File: src/rtl/lbist_ctrl.sv
// lbist_ctrl: logic built-in self-test session controller.
//   A Galois LFSR (PRPG) issues one pseudo-random pattern per RUN cycle. The
//   circuit-under-test response, arriving RESP_LAT cycles later, is folded
//   into a MISR. After the last response the signature is compared against
//   GOLDEN_SIG and the verdict is held in DONE.
// Ports:
//   clk, rst        single rising-edge clock, synchronous active-high reset
//   start_i         begin a session (IDLE/DONE only), num_pat_i sampled with it
//   seed_ld_i       load seed_i into the PRPG (IDLE/DONE only), zero -> PRPG_SEED
//   resp_i          circuit-under-test response
//   prn_o           PRPG register, pat_valid_o marks issued patterns
//   busy_o, done_o  session in progress / session finished
//   go_nogo_o       signature matched GOLDEN_SIG, sig_o current MISR value
module lbist_ctrl #(
  parameter int                PRPG_W     = 64,
  parameter logic [PRPG_W-1:0] PRPG_POLY  = 64'h000000000000001B,
  parameter logic [PRPG_W-1:0] PRPG_SEED  = {{(PRPG_W-1){1'b0}}, 1'b1},
  parameter int                MISR_W     = 32,
  parameter logic [MISR_W-1:0] MISR_POLY  = 32'h04C11DB7,
  parameter logic [MISR_W-1:0] GOLDEN_SIG = {MISR_W{1'b0}},
  parameter int                CNT_W      = 16,
  parameter int                RESP_LAT   = 2
) (
  input  logic              clk,
  input  logic              rst,
  input  logic              start_i,
  input  logic [CNT_W-1:0]  num_pat_i,
  input  logic              seed_ld_i,
  input  logic [PRPG_W-1:0] seed_i,
  input  logic [MISR_W-1:0] resp_i,
  output logic [PRPG_W-1:0] prn_o,
  output logic              pat_valid_o,
  output logic              busy_o,
  output logic              done_o,
  output logic              go_nogo_o,
  output logic [MISR_W-1:0] sig_o
);

  localparam logic [2:0] S_IDLE    = 3'd0;
  localparam logic [2:0] S_RUN     = 3'd1;
  localparam logic [2:0] S_FLUSH   = 3'd2;
  localparam logic [2:0] S_COMPARE = 3'd3;
  localparam logic [2:0] S_DONE    = 3'd4;

  localparam logic [CNT_W-1:0] CNT_ZERO = {CNT_W{1'b0}};
  localparam logic [CNT_W-1:0] CNT_ONE  = {{(CNT_W-1){1'b0}}, 1'b1};
  // Last FLUSH count; meaningless (never reached) when RESP_LAT is zero.
  localparam logic [3:0]       FL_LAST  = 4'(RESP_LAT - 1);

  // One PRPG step: shift left, fold the polynomial back in on MSB carry-out.
  function automatic logic [PRPG_W-1:0] prpg_step(input logic [PRPG_W-1:0] s);
    logic [PRPG_W-1:0] fb;
    if (s[PRPG_W-1]) begin
      fb = PRPG_POLY;
    end else begin
      fb = {PRPG_W{1'b0}};
    end
    return {s[PRPG_W-2:0], 1'b0} ^ fb;
  endfunction

  // One MISR step: same LFSR update with the response XORed in.
  function automatic logic [MISR_W-1:0] misr_step(input logic [MISR_W-1:0] m,
                                                  input logic [MISR_W-1:0] r);
    logic [MISR_W-1:0] fb;
    if (m[MISR_W-1]) begin
      fb = MISR_POLY;
    end else begin
      fb = {MISR_W{1'b0}};
    end
    return {m[MISR_W-2:0], 1'b0} ^ fb ^ r;
  endfunction

  logic [2:0]        state_q, state_d;
  logic [PRPG_W-1:0] prpg_q, prpg_d;
  logic [MISR_W-1:0] misr_q, misr_d;
  logic [CNT_W-1:0]  cnt_q, cnt_d;
  logic [CNT_W-1:0]  num_q, num_d;
  logic [3:0]        fl_q, fl_d;
  logic              pat_valid_q, pat_valid_d;
  logic              busy_q, busy_d;
  logic              done_q, done_d;
  logic              go_nogo_q, go_nogo_d;
  logic              cmp_en_s;

  // Response-alignment delay line: pat_valid delayed by RESP_LAT cycles
  // marks the cycles whose resp_i belongs to an issued pattern.
  generate
    if (RESP_LAT == 0) begin : g_no_dly
      assign cmp_en_s = pat_valid_q;
    end else begin : g_dly
      logic [RESP_LAT-1:0] dly_q, dly_d;

      // Shift pat_valid one stage per cycle.
      always_comb begin
        dly_d    = {RESP_LAT{1'b0}};
        dly_d[0] = pat_valid_q;
        for (int i = 1; i < RESP_LAT; i++) begin
          dly_d[i] = dly_q[i-1];
        end
      end

      // Delay line register.
      always_ff @(posedge clk) begin
        if (rst) begin
          dly_q <= {RESP_LAT{1'b0}};
        end else begin
          dly_q <= dly_d;
        end
      end

      assign cmp_en_s = dly_q[RESP_LAT-1];
    end
  endgenerate

  // Session sequencing, PRPG/MISR next-state and output decode.
  always_comb begin
    state_d   = state_q;
    prpg_d    = prpg_q;
    cnt_d     = cnt_q;
    num_d     = num_q;
    fl_d      = fl_q;
    go_nogo_d = go_nogo_q;
    if (cmp_en_s) begin
      misr_d = misr_step(misr_q, resp_i);
    end else begin
      misr_d = misr_q;
    end

    case (state_q)
      S_IDLE, S_DONE: begin
        // Seed load and start may coincide: the session then runs from the new seed.
        if (seed_ld_i) begin
          if (seed_i == {PRPG_W{1'b0}}) begin
            prpg_d = PRPG_SEED;
          end else begin
            prpg_d = seed_i;
          end
        end else begin
          prpg_d = prpg_q;
        end
        if (start_i) begin
          go_nogo_d = 1'b0;
          if (num_pat_i == CNT_ZERO) begin
            state_d = S_DONE;
          end else begin
            state_d = S_RUN;
            misr_d  = {MISR_W{1'b0}};
            cnt_d   = CNT_ZERO;
            num_d   = num_pat_i;
          end
        end else begin
          state_d = state_q;
        end
      end
      S_RUN: begin
        prpg_d = prpg_step(prpg_q);
        cnt_d  = cnt_q + CNT_ONE;
        // num_q is nonzero here, so num_q-1 never underflows.
        if (cnt_q == (num_q - CNT_ONE)) begin
          fl_d = 4'd0;
          if (RESP_LAT > 0) begin
            state_d = S_FLUSH;
          end else begin
            state_d = S_COMPARE;
          end
        end else begin
          state_d = S_RUN;
        end
      end
      S_FLUSH: begin
        fl_d = fl_q + 4'd1;
        if (fl_q == FL_LAST) begin
          state_d = S_COMPARE;
        end else begin
          state_d = S_FLUSH;
        end
      end
      S_COMPARE: begin
        go_nogo_d = (misr_q == GOLDEN_SIG);
        state_d   = S_DONE;
      end
      default: begin
        state_d = S_IDLE;
      end
    endcase

    pat_valid_d = (state_d == S_RUN);
    busy_d      = (state_d == S_RUN) || (state_d == S_FLUSH) || (state_d == S_COMPARE);
    done_d      = (state_d == S_DONE);
  end

  // State and output registers.
  always_ff @(posedge clk) begin
    if (rst) begin
      state_q     <= S_IDLE;
      prpg_q      <= PRPG_SEED;
      misr_q      <= {MISR_W{1'b0}};
      cnt_q       <= CNT_ZERO;
      num_q       <= CNT_ZERO;
      fl_q        <= 4'd0;
      pat_valid_q <= 1'b0;
      busy_q      <= 1'b0;
      done_q      <= 1'b0;
      go_nogo_q   <= 1'b0;
    end else begin
      state_q     <= state_d;
      prpg_q      <= prpg_d;
      misr_q      <= misr_d;
      cnt_q       <= cnt_d;
      num_q       <= num_d;
      fl_q        <= fl_d;
      pat_valid_q <= pat_valid_d;
      busy_q      <= busy_d;
      done_q      <= done_d;
      go_nogo_q   <= go_nogo_d;
    end
  end

  assign prn_o       = prpg_q;
  assign pat_valid_o = pat_valid_q;
  assign busy_o      = busy_q;
  assign done_o      = done_q;
  assign go_nogo_o   = go_nogo_q;
  assign sig_o       = misr_q;

endmodule

File: config.mk
export PLATFORM = sky130hd
export DESIGN_NAME = lbist_ctrl
export DESIGN_NICKNAME = d
export VERILOG_FILES = /design/src/rtl/lbist_ctrl.sv
export SDC_FILE = /design/constraint.sdc
export NUM_CORES = 1
export LEC_CHECK = 0
export BUFFER_PORTS_ARGS = -buffer_cell sky130_fd_sc_hd__buf_4
export CAP_MARGIN = 20
export CORE_MARGIN = 3
export CORE_UTILIZATION = 25
export CTS_CLUSTER_DIAMETER = 200
export DETAILED_ROUTE_END_ITERATION = 10
export PLACE_DENSITY = 0.46
export REMOVE_ABC_BUFFERS = 1
export SYNTH_ARGS = -nofsm -noshare
export SYNTH_HDL_FRONTEND = slang
export SYNTH_SLANG_ARGS = --single-unit
File: constraint.sdc
create_clock -name clk -period 3.4 [get_ports clk]
set_clock_uncertainty 0.05 [all_clocks]
set_input_delay 0.17 -clock clk [delete_from_list [all_inputs] [get_ports clk]]
set_output_delay 0.17 -clock clk [all_outputs]
set_load 0.005 [all_outputs]
==> Yosys cells after proc, flatten, opt, wreduce, memory -nomap -nowiden <==
Cells that the tools add are included.
{ "totals": {"regBits": 141, "latchBits": 0, "mem_bits_rw": 0, "rom_bits": 0, "inputBits": 116, "out_inout_bits": 100, "word_cells": 70, "memories": 0} }
{ "op_classes": {"addsub": 3, "n_mul": 0, "div_mod_pow": 0, "magnitude_cmp": 0, "eq_ne": 14, "shifts": 0, "n_mux": 23, "bitwise": 4, "reduce_logical": 15} }
{ "op_table": {"columns": ["op", "n"], "rows": [
  ["$mux W64", 3],
  ["$mux W32", 5],
  ["$pmux W64 S2", 1],
  ["$logic_not A64 Y1", 1],
  ["$xor A32 B32 Y32", 2],
  ["$xor A64 B64 Y64", 1],
  ["$logic_not A32 Y1", 1],
  ["$mux W16", 2],
  ["$pmux W16 S2", 1],
  ["$mux W27", 1],
  ["$add A16 B1 Y16 const B", 1],
  ["$eq A16 B16 Y1", 1],
  ["$logic_not A16 Y1", 1],
  ["$sub A16 B1 Y16 const B", 1],
  ["$eq A3 B2 Y1 const B", 4],
  ["$pmux W3 S4", 1],
  ["$ne A2 B2 Y1 const B", 4],
  ["$pmux W4 S2", 1],
  ["$eq A3 B1 Y1 const B", 2],
  ["$eq A3 B3 Y1 const B", 2],
  ["$mux W3", 2],
  ["$reduce_and A2 Y1", 3],
  ["$reduce_and A3 Y1", 2],
  ["$reduce_bool A2 Y1", 3],
  ["11 further kinds", 13]
]} }

==> Longest topological paths before layout <==
Gate-level depths: netlist of run 1.
{ "logic_depth": {"word_depth": 8, "ltp_mapped": 9, "mapped_depth_nobuf": 9} }

==> Worst setup path after synthesis of run 1 <==
OpenSTA, ideal clock, no wires.
{ "synth_timing": {"kind": "reg2reg", "startpoint": "register num_q[0]", "endpoint": "register fl_q[0]", "setup_time_ns": 0.119, "arrival_ns": 2.318, "t_required_ns": 3.231, "slack_ns": 0.914, "stages_incl_launch_ff": 10, "n_path_buf": 0, "period_less_slack_ns": 2.486, "path_cell_list": "dfxtp_1 -> inv_1 -> ha_1 -> or3b_1 -> nor4_1 -> o221ai_1 -> a2111oi_4 -> o2111ai_2 -> o21a_1 -> o221a_1"} }
{ "synth_between": {"elab_chain_cells": 4} }
{ "synth_lines": {"columns": ["item", "line_no", "rtl"], "rows": [
  ["start, declared", "77", "logic [CNT_W-1:0] num_q, num_d;"],
  ["start signal, assigned", "210", "num_q <= num_d;"],
  ["$sub A16 B1 Y16", "159", "if (cnt_q == (num_q - CNT_ONE)) begin"],
  ["$eq A16 B16 Y1", "159", null],
  ["$ne A2 B2 Y1 (no source line)", null, null],
  ["$reduce_and A2 Y1 (no source line)", null, null],
  ["end signal, assigned", "211", "fl_q <= fl_d;"],
  ["end, declared", "78", "logic [3:0] fl_q, fl_d;"]
]} }
Every way passes these cells.
A chain may end at the register's enable or synchronous reset.

==> Worst setup path in the final report of run 1 <==
{ "layout_timing": {"startpoint": "register num_q[0]", "endpoint": "register fl_q[1]"} }
Same word-level chain as after synthesis.

==> run_results.csv, run 1 <==
group,metric,value,unit
die,die_y,168,um
synthesis,ys_ff_latch,141,
global_routing,antenna_found_initial,0,
die,io_pins,216,
synthesis,async_flop_share,0,
worst_setup_path,r2r-start,"num_q[0]$_SDFFE_PP0P_",
cells_and_area,area_delta_synth_final,50.0,%
timing,tightest_slew,1.06,ns
timing,max_freq,365,MHz
die,dieWidth,168,um
synthesis,synth_area,6580,um2
detailed_routing,wl_per_cell,16.8,um
cells_and_area,diodes,0,
worst_hold_path,hp-class,"primary input to register",
detailed_routing,vias,6565,
clock_tree,cts_sinks,141,
clock_tree,numCtsBuffers,17,
detailed_routing,wl,23.0,mm
synthesis,syn_inst,758,
clock_tree,cts_tree,"done",
synthesis,yosysWarningCount,0,
timing,fin_ws,0.660,ns
worst_hold_path,holdCritStartpoint,"seed_i[37]",
pwr,p_leak,0.00386,uW
synthesis,syn_area_per_cell,8.67,um2
timing,hold_viol_final,0,
synthesis,synth.distinct_cells,50,
worst_setup_path,cp-end-kind,"register",
global_routing,grt_max_degree,66,
worst_setup_path,cp.required,3.66,ns
worst_setup_path,max_stage_delay,0.43,ns
timing,setup_viol,0,
detailed_routing,final_antenna_net_count,0,
worst_setup_path,crit_start,"num_q[0]$_SDFFE_PP0P_",
worst_setup_path,crit_path_top_delay_cell,"or3b_1",
timing,period_share,0.806,
synthesis,seq_area_frac_synth,0.429,
placed_design,port_buffers,215,
worst_setup_path,path_cells,"inv_1 -> ha_1 -> or3b_1 -> nor4_1 -> o221ai_1 -> a2111oi_4 -> o2111ai_2 -> o21a_1 -> a31o_1",
cells_and_area,fin_nets,1145,
placed_design,place_area,8500,um2
timing,fin_worst_hold_slack,0.00894,ns
clock_tree,cts.clk_slew.worst_paths,0.07,ns
timing,slew_viol_final,0,
synthesis,ys.flop_type,"dfxtp_1",
timing,layout_min_cycle_time,2.74,ns
cells_and_area,fin_area,9860,um2
timing,grt_setup_unrepaired,"false",
clock_tree,cts_max_path_buffers,2,
global_routing,overflow,0,
worst_setup_path,cp-start-kind,"register",
worst_setup_path,critPathArrivalTime,2.99,ns
clock_tree,clk_latency,0.42,ns
placed_design,dp_slack,0.660,ns
detailed_routing,initialDrtViolationCount,389,
clock_tree,post_cts_resized,0,
die,fp.dieArea,28300,um2
worst_setup_path,crit_fanout,5,
global_routing,grt_use_total,0.158,
job,cap_violations,0,
detailed_routing,first_pass_iters,4,
detailed_routing,vias_per_cell,4.80,
clock_tree,cts_root_buffer,"clkbuf_16",
die,core_area,25500,um2
detailed_routing,drc,0,
cells_and_area,fill_cells,2606,
global_routing,grt_pass1_vias,6372,
synthesis,synth_edf_count,0,
placed_design,dpl.cell_count,1258,
pwr,ir_drop,0.232,mV
timing,max-slew-margin-rel,0.295,
global_routing,grt_pass1_wl,35.9,mm
pwr,power.density,454,nW/um2
die,rows,58,
placed_design,hpwlAfterDp,16.1,mm
clock_tree,cts_max_level,4,
status,status,"finished clean",
worst_setup_path,critPathKind,"register to register",
die,initial_core_util,0.257,
cells_and_area,fin_cells,1368,
cells_and_area,drive_gt1_frac,0.255,
placed_design,gp_congestion,0.818,
timing,tns,0,ns
==> path summary, 6_finish.rpt <==
check / to / slack (ns) / depth (start not counted)
setup / recovery: fl_q[1]$_SDFFE_PP0P_ / 0.66 / 9
hold / removal: prn_o[37]$_SDFFE_PP0P_ / 0.009 / 3
setup reg to reg: fl_q[1]$_SDFFE_PP0P_ / 0.66 / 9
hold reg to reg: g_dly.dly_q[1]$_SDFF_PP0_ / 0.39 / 1
==> cell usage in the layout (no fill, tap or decap), types with 3 or more instances in the layout <==
| cell type | instances |
|---|---|
| buf_4 | 223 |
| dfxtp_1 | 140 |
| nor2_1 | 78 |
| nand2_1 | 78 |
| dlygate4sd3_1 | 78 |
| a21oi_1 | 74 |
| xnor2_1 | 61 |
| a22oi_1 | 60 |
| mux2i_1 | 35 |
| nor4_1 | 33 |
| a211oi_1 | 28 |
| clkbuf_16 | 17 |
| xor2_1 | 16 |
| nand4_1 | 12 |
| nand3_1 | 10 |
| nor3_1 | 8 |
| inv_1 | 7 |
| inv_6 | 5 |
| a31oi_1 | 4 |
| o21ai_0 | 4 |
| nor2b_1 | 4 |
| ha_1 | 4 |
| nand2b_1 | 3 |
| and4_1 | 3 |
| and3_1 | 3 |
| o21a_1 | 3 |
| clkinv_4 | 3 |
| clkinvlp_4 | 3 |
==> state kept, by name (all words and copies together), names as in the netlist, 2 cells and up <==
signal,cells
g_dly.dly_q,2
sig_o,32
fl_q,4
num_q,16
cnt_q,16
prn_o,64
state_q,3
==> per-layer routing <==
layer | global-route usage | wire (um) | up-vias
met3 | 0.0589 | 1830 | 15
met1 | 0.204 | 10200 | 3080
li1 | - | - | 3259
met5 | 0 | 0 | -
met4 | 0.0320 | 246 | 0
met2 | 0.254 | 10700 | 211
==> critical path, delay by kind of cell (launching register included) <==
kind,cells,cell delay [ns]
compound gates,5,1.23
simple gates,2,0.68
flops,1,0.36
fa+ha+maj,1,0.23
buf+inv,1,0.07
==> timing repair <==
action	4_1_cts	5_1_grt
hold endpoints to repair	78	0
buffers inserted	0	0
setup endpoints to repair	0	0
hold buffers	78	0
==> per-stage QoR <==
| stage | power, uW | util |
|---|---|---|
| global route | 4700 | 0.386 |
| floorplan | 2170 | - |
| detailed placement | 2560 | 0.333 |
| finish | 4480 | 0.386 |
| global placement | 2560 | 0.333 |
| CTS | 4540 | 0.386 |
==> Yosys cell counts, drive strengths merged (4+ instances only) <==
master | n | share of area
a211oi | 28 | 0.032
a21oi | 74 | 0.056
a22oi | 60 | 0.069
a31oi | 4 | 0.0038
clkbuf | 52 | 0.030
dfxtp | 141 | 0.43
ha | 4 | 0.0076
inv | 8 | 0.0046
mux2i | 35 | 0.053
nand2 | 78 | 0.045
nand3 | 10 | 0.0076
nand4 | 12 | 0.011
nor2 | 80 | 0.046
nor2b | 4 | 0.0038
nor3 | 8 | 0.0061
nor4 | 34 | 0.035
o21ai | 6 | 0.0046
xnor2 | 61 | 0.081
xor2 | 16 | 0.021
==> report_power, final <==
| group | switching [uW] | total (uW) | internal (uW) |
|---|---|---|---|
| registers | 93.2 | 1830 | 1740 |
| clock network | 801 | 1900 | 1100 |
| logic | 357 | 753 | 396 |
| total | 1250 | 4480 | 3230 |
==> area by class of cell <==
type / instances / area, um2 / area share
clock buffers: 18 / 429 / 0.0435
multi-input cells: 555 / 3540 / 0.358
inverters: 8 / 30.0 / 0.00304
flip-flops and latches: 141 / 2820 / 0.286
well taps: 330 / 413 / 0.0419
repair buffers: 302 / 2470 / 0.251
clock inverters: 14 / 158 / 0.0160
==> cells by family after synthesis <==
group,Yosys count,synth area share
AOI/OAI and AO/OA,191,0.194
muxes,35,0.0533
adders and majority gates,4,0.00761
DFF,141,0.429
xor gates and xnor gates,77,0.103
buffers and inverters,62,0.0354
and+or+nand+nor,248,0.178
Note: power is estimated with default switching activity, not from simulation.
==> run 2: changes to the inputs <==
--- a/config.mk
+++ b/config.mk
@@ -11,7 +11,7 @@
 export CORE_UTILIZATION = 25
 export CTS_CLUSTER_DIAMETER = 200
 export DETAILED_ROUTE_END_ITERATION = 10
-export PLACE_DENSITY = 0.46
+export PLACE_DENSITY = 0.48
 export REMOVE_ABC_BUFFERS = 1
 export SYNTH_ARGS = -nofsm -noshare
 export SYNTH_HDL_FRONTEND = slang
==> constraint.sdc (replaced) <==
create_clock -name clk -period 2.3 [get_ports clk]
set_clock_uncertainty 0.05 [all_clocks]
set_input_delay 0.115 -clock clk [delete_from_list [all_inputs] [get_ports clk]]
set_output_delay 0.115 -clock clk [all_outputs]
set_load 0.005 [all_outputs]
==> run 2 against run 1 <==
- the run now ends with setup timing left
- global-route usage barely moved
- register-to-register slack worse by 0.85 ns
- utilization increased by 2.5 points
- first-iteration DRC count is 24% lower
- count of clock-buffer cells in the layout is the same
- clock power up 42%
- worst hold slack improved by 0.0074 ns
- combinational power is 70% higher
- sequential share of layout area fell by 1.7 points
- cell area rose by 6.5%
- largest power group unchanged
- highest routed layer unchanged
==> run_results.csv, run 2 (synthesis gave the netlist of run 1 again) <==
group,metric,value,unit
timing,setup_viol,7,
global_routing,grt_pass1_vias,6872,
worst_setup_path,reg2reg_slack,-0.19,ns
pwr,combinationalPowerShare,0.192,
clock_tree,numCtsBuffers,17,
cells_and_area,fin_cells,1428,
detailed_routing,wl,22.8,mm
cells_and_area,drive_gt1_frac,0.297,
pwr,ir_drop,0.385,mV
clock_tree,clk_latency,0.42,ns
timing,slew_viol_final,0,
worst_setup_path,critPathKind,"register to register",
detailed_routing,first_pass_iters,5,
worst_setup_path,crit_start,"num_q[1]$_SDFFE_PP0P_",
global_routing,grt_use_total,0.158,
timing,grt_setup_unrepaired,"true",
die,initial_core_util,0.257,
die,core_area,25500,um2
global_routing,antenna_found_initial,0,
worst_setup_path,cp-end-kind,"register",
die,fp.dieArea,28300,um2
cells_and_area,finalCoreUtilization,0.411,
cells_and_area,area_delta_synth_final,59.8,%
status,violations,"setup timing",
detailed_routing,wl_per_cell,16.0,um
pwr,p_sw_frac,0.292,
clock_tree,cts_tree,"done",
detailed_routing,final_antenna_net_count,0,
timing,max_freq,401,MHz
global_routing,grt_util_met1,0.203,
detailed_routing,vias_per_cell,4.75,
detailed_routing,drc,0,
detailed_routing,initialDrtViolationCount,297,
global_routing,use_met2,0.253,
detailed_routing,vias,6783,
timing,hold_viol_final,0,
global_routing,overflow,0,
worst_setup_path,cp.required,2.55,ns
timing,fin_ws,-0.192,ns
placed_design,dpl.cell_count,1300,
cells_and_area,largest_reg_flops,64,
pwr,clkPwrFrac,0.405,
placed_design,gp_congestion,0.808,
pwr,p_leak,0.00418,uW
worst_setup_path,r2r-end,"fl_q[0]$_SDFFE_PP0P_",
placed_design,place_area,8870,um2
cells_and_area,final_common_cell,"buf_4",
cells_and_area,layout_common_cells,"buf_4, dfxtp_1, dlygate4sd3_1",
clock_tree,cts.clk_slew.worst_paths,0.07,ns
timing,max-slew-margin-rel,0.662,
worst_hold_path,holdPathStages,3,
clock_tree,cts_root_buffer,"clkbuf_16",
placed_design,port_buffers,215,
pwr,p_int,4710,uW
timing,tightest_slew,0.503,ns
global_routing,grt_pass1_wl,36.5,mm
die,die_y,168,um
global_routing,busiest_layer,"met2",
pwr,power.density,634,nW/um2
cells_and_area,diodes,0,
worst_hold_path,hp-class,"primary input to register",
worst_setup_path,crit_end,"fl_q[0]$_SDFFE_PP0P_",
die,dieWidth,168,um
pwr,seq_power_share,0.403,
cells_and_area,fin_area,10500,um2
die,rows,58,
worst_setup_path,r2r-start,"num_q[1]$_SDFFE_PP0P_",
timing,layout_min_cycle_time,2.49,ns
cells_and_area,fin_nets,1205,
timing,fin_worst_hold_slack,0.0164,ns
worst_setup_path,ff2ff_path_depth,9,
clock_tree,cts_max_level,4,
pwr,p_sw,1950,uW
worst_setup_path,critPathArrivalTime,2.74,ns
global_routing,grt_max_degree,94,
global_routing,grt.met3_usage,0.0474,
pwr,p_total,6660,uW
worst_setup_path,crit_fanout,4,
die,io_pins,216,
status,status,"complete, but fails checks",
clock_tree,cts_sinks,141,
clock_tree,cts_max_path_buffers,2,
placed_design,hpwlAfterDp,15.9,mm
worst_setup_path,cp-start-kind,"register",
timing,period_share,1.08,
job,cap_violations,0,
## run 2: cell count changes in the layout (fill, tap and decap cells not counted), moves of 2 or more
cell	change
buf_4	+36
dlygate4sd3_1	+18
buf_12	+5
nor4_1	-4
inv_8	+3
nor4_2	+3
bufinv_16	-2
inv_1	-2
inv_2	+2
nor3_1	-2
## run 2: area by class of cell
class	instances	area, um2
clock inverter	14	125
timing repair buffer	362	3040
sequential	141	2830
fill	2607	15000
inverter	8	30.0
multi-input combinational	555	3640
tap	330	413
clock buffer	18	439
## run 2: power groups by stage
stage	clock network, uW	registers [uW]	logic (uW)
after floorplan	0	2730	477
after global placement	0	2740	1120
after detailed placement	0	2740	1120
after CTS	2780	2690	1270
after global routing	2870	2700	1400
final	2700	2690	1280
## run 2: worst min-delay path by stage
stage / to / slack (ns) / start
floorplan: busy_o$_SDFF_PP0_ / 0.13 / rst
global placement: num_q[9]$_SDFFE_PP0P_ / 0.31 / num_pat_i[9]
detailed placement: num_q[12]$_SDFFE_PP0P_ / 0.32 / num_pat_i[12]
CTS: prn_o[1]$_SDFFE_PP0P_ / 0.004 / seed_i[1]
global route: prn_o[1]$_SDFFE_PP0P_ / 0.03 / seed_i[1]
finish: prn_o[0]$_SDFFE_PP1P_ / 0.02 / rst
## run 2: what timing repair did
action | in CTS | in global routing
hold buffers | 96 | 0
gates resized for setup | 12 | 11
pin swaps | 9 | 5
endpoints found under the hold margin | 98 | 0
endpoints found under the setup margin | 7 | 11
setup buffers | 0 | 0
## run 2: per-stage QoR
step / setup WS (ns) / setup TNS (ns)
CTS: -0.248 / -1.17
floorplan: -2.73 / -192.49
detailed placement: -0.334 / -1.76
global route: -0.321 / -1.68
finish: -0.192 / -0.832
global placement: -0.322 / -1.63
## run 2: worst max-delay path, cell delays in order (launching register included)
cell and delay, ns:
dfxtp_2 0.33, inv_2 0.06, ha_4 0.14, or3b_4 0.41, nor4_4 0.23, o221ai_2 0.15, a2111oi_4 0.31, o2111ai_2 0.22
o21a_1 0.26, o221a_1 0.21
## run 2: layer usage
layer  routed length, um  up-vias
met1               10300     3146
met2               10400      224
met4                 518        0
met5                   0        -
met3                1680       27
li1                    -     3386
==> run 3: changes to the inputs <==
--- a/config.mk
+++ b/config.mk
@@ -11,6 +11,7 @@
 export CORE_UTILIZATION = 25
 export CTS_CLUSTER_DIAMETER = 200
 export DETAILED_ROUTE_END_ITERATION = 10
+export MAX_ROUTING_LAYER = met4
 export PLACE_DENSITY = 0.48
 export REMOVE_ABC_BUFFERS = 1
 export SYNTH_ARGS = -nofsm -noshare
==> run 3 against run 2 <==
- the flow still finishes with violations (setup timing)
- clock power hardly changed
- wire length increased by 0.32%
- die area stayed put
- sequential share of layout area did not move
- maximum frequency decreased by 0.15%
- sequential cell count unchanged
- count of clock-buffer cells in the layout unchanged
- power is essentially flat
- setup slack got worse by 0.0039 ns
- non-clock buffer count stayed put
- cell count unchanged
- register-to-register slack barely moved
- largest power group unchanged
- highest routed layer unchanged
==> run_results.csv, run 3 (synthesis gave the netlist of run 1 again) <==
group,metric,value,unit
worst_setup_path,path_cells,"inv_2 -> ha_4 -> or3b_4 -> nor4_4 -> o221ai_2 -> a2111oi_4 -> o2111ai_2 -> o21a_1 -> o221a_1",
pwr,p_total,6660,uW
clock_tree,cts_sinks,141,
status,status,"complete, but fails checks",
placed_design,dp_slack,-0.334,ns
clock_tree,numCtsBuffers,17,
worst_hold_path,holdCritStartpoint,"rst",
cells_and_area,drive_gt1_frac,0.297,
clock_tree,clk_latency,0.42,ns
clock_tree,post-cts-setup-buffer-count,0,
worst_setup_path,crit_fanout,4,
timing,tns,-0.859,ns
detailed_routing,wl_per_cell,16.0,um
timing,fin_ws,-0.196,ns
pwr,ir_drop,0.386,mV
worst_setup_path,cp.required,2.55,ns
worst_setup_path,cp-start-kind,"register",
detailed_routing,first_pass_iters,4,
global_routing,grt_use_total,0.163,
timing,max-slew-margin-rel,0.655,
detailed_routing,wl,22.9,mm
timing,grt_setup_unrepaired,"true",
global_routing,antenna_found_initial,0,
worst_setup_path,crit_path_top_delay_cell,"or3b_4",
timing,max_freq,401,MHz
die,dieWidth,168,um
worst_setup_path,r2r-start,"num_q[1]$_SDFFE_PP0P_",
clock_tree,cts_root_buffer,"clkbuf_16",
detailed_routing,met3_wirelength,1.53,mm
die,io_pins,216,
timing,slew_viol_final,0,
timing,fin_worst_hold_slack,0.0152,ns
timing,hold_viol_final,0,
status,violations,"setup timing",
global_routing,grt_max_degree,94,
job,cap_violations,0,
cells_and_area,final_common_cell,"buf_4",
worst_setup_path,max_stage_delay,0.41,ns
placed_design,port_buffers,215,
cells_and_area,diodes,0,
worst_setup_path,crit_start,"num_q[1]$_SDFFE_PP0P_",
worst_hold_path,hp-class,"primary input to register",
detailed_routing,vias_per_cell,4.74,
worst_hold_path,holdPathStages,3,
global_routing,overflow,0,
cells_and_area,area_delta_synth_final,59.8,%
detailed_routing,final_antenna_net_count,0,
die,die_y,168,um
die,core_area,25500,um2
die,fp.dieArea,28300,um2
clock_tree,cts_tree,"done",
cells_and_area,layout_common_cells,"buf_4, dfxtp_1, dlygate4sd3_1",
cells_and_area,fill_cells,2607,
clock_tree,cts.clk_slew.worst_paths,0.07,ns
global_routing,grt_pass1_vias,6876,
worst_setup_path,ff2ff_path_depth,9,
die,initial_core_util,0.257,
cells_and_area,fin_nets,1205,
cells_and_area,fin_cells,1428,
clock_tree,cts_max_level,4,
clock_tree,cts_max_path_buffers,2,
detailed_routing,initialDrtViolationCount,328,
worst_setup_path,cp-end-kind,"register",
detailed_routing,wl_met2,10.3,mm
worst_setup_path,critPathArrivalTime,2.74,ns
cells_and_area,largest_reg_flops,64,
placed_design,gp_congestion,0.821,
detailed_routing,drt-met1-wl,10.5,mm
placed_design,hpwlAfterDp,15.9,mm
detailed_routing,vias,6767,
timing,tightest_slew,0.513,ns
detailed_routing,routed.top_layer,"met4",
global_routing,grt_pass1_wl,36.5,mm
pwr,power.density,634,nW/um2
detailed_routing,drc,0,
pwr,p_leak,0.00418,uW
worst_setup_path,critPathKind,"register to register",
timing,setup_viol,7,
timing,layout_min_cycle_time,2.50,ns
placed_design,dpl.cell_count,1300,
die,rows,58,
timing,period_share,1.09,
[run 3: cell counts in the layout (fill, tap and decap cells not counted)]
No cell type changed its count.
[run 3: area by class of cell]
class                      instances  area (um2)  area share
clock buffer                      18         439      0.0418
clock inverter                    14         125      0.0119
inverter                           8        30.0     0.00286
multi-input combinational        555        3640       0.346
sequential                       141        2830       0.269
tap                              330         413      0.0393
timing repair buffer             362        3040       0.289
[run 3: path summary, 6_finish.rpt]
check                           slack, ns                         to
worst max-delay path                -0.20       fl_q[0]$_SDFFE_PP0P_
worst min-delay path                 0.02      prn_o[0]$_SDFFE_PP1P_
worst max register to register      -0.20       fl_q[0]$_SDFFE_PP0P_
worst min register to register       0.40  g_dly.dly_q[1]$_SDFF_PP0_
[run 3: through the flow]
step           utilization  cell area, um2
6_report             0.411           10500
4_1_cts              0.409           10400
3_5_place_dp         0.347            8870
2_1_floorplan            -            6370
5_1_grt              0.411           10500
3_3_place_gp         0.347            8870
[run 3: worst max-delay path: cells and delay by family, from the launching register on]
kind                     cells  cell delay (ns)
AO/OA/AOI/OAI                5             1.16
AND/OR/NAND/NOR              2             0.64
flip-flops                   1             0.33
adder cells (fa/ha/maj)      1             0.14
buffers and inverters        1             0.06
[run 3: per-layer routing]
layer  up-vias  global-route usage
met5         -                   -
met4         0              0.0544
met3        27              0.0413
met2       218               0.253
met1      3140               0.207
li1       3382                   -
[run 3: where the power goes]
part	switching, uW	total [uW]	leakage (uW)	internal [uW]
clock	1240	2700	0.000266	1450
sequential	119	2690	0.00115	2570
combinational	582	1280	0.00276	695
total	1950	6660	0.00418	4710
[run 3: timing repair]
item,4_1_cts,5_1_grt
setup endpoints to repair,7,11
hold endpoints to repair,98,0
pin swaps,9,5
hold buffers,96,0
resized for setup,12,11
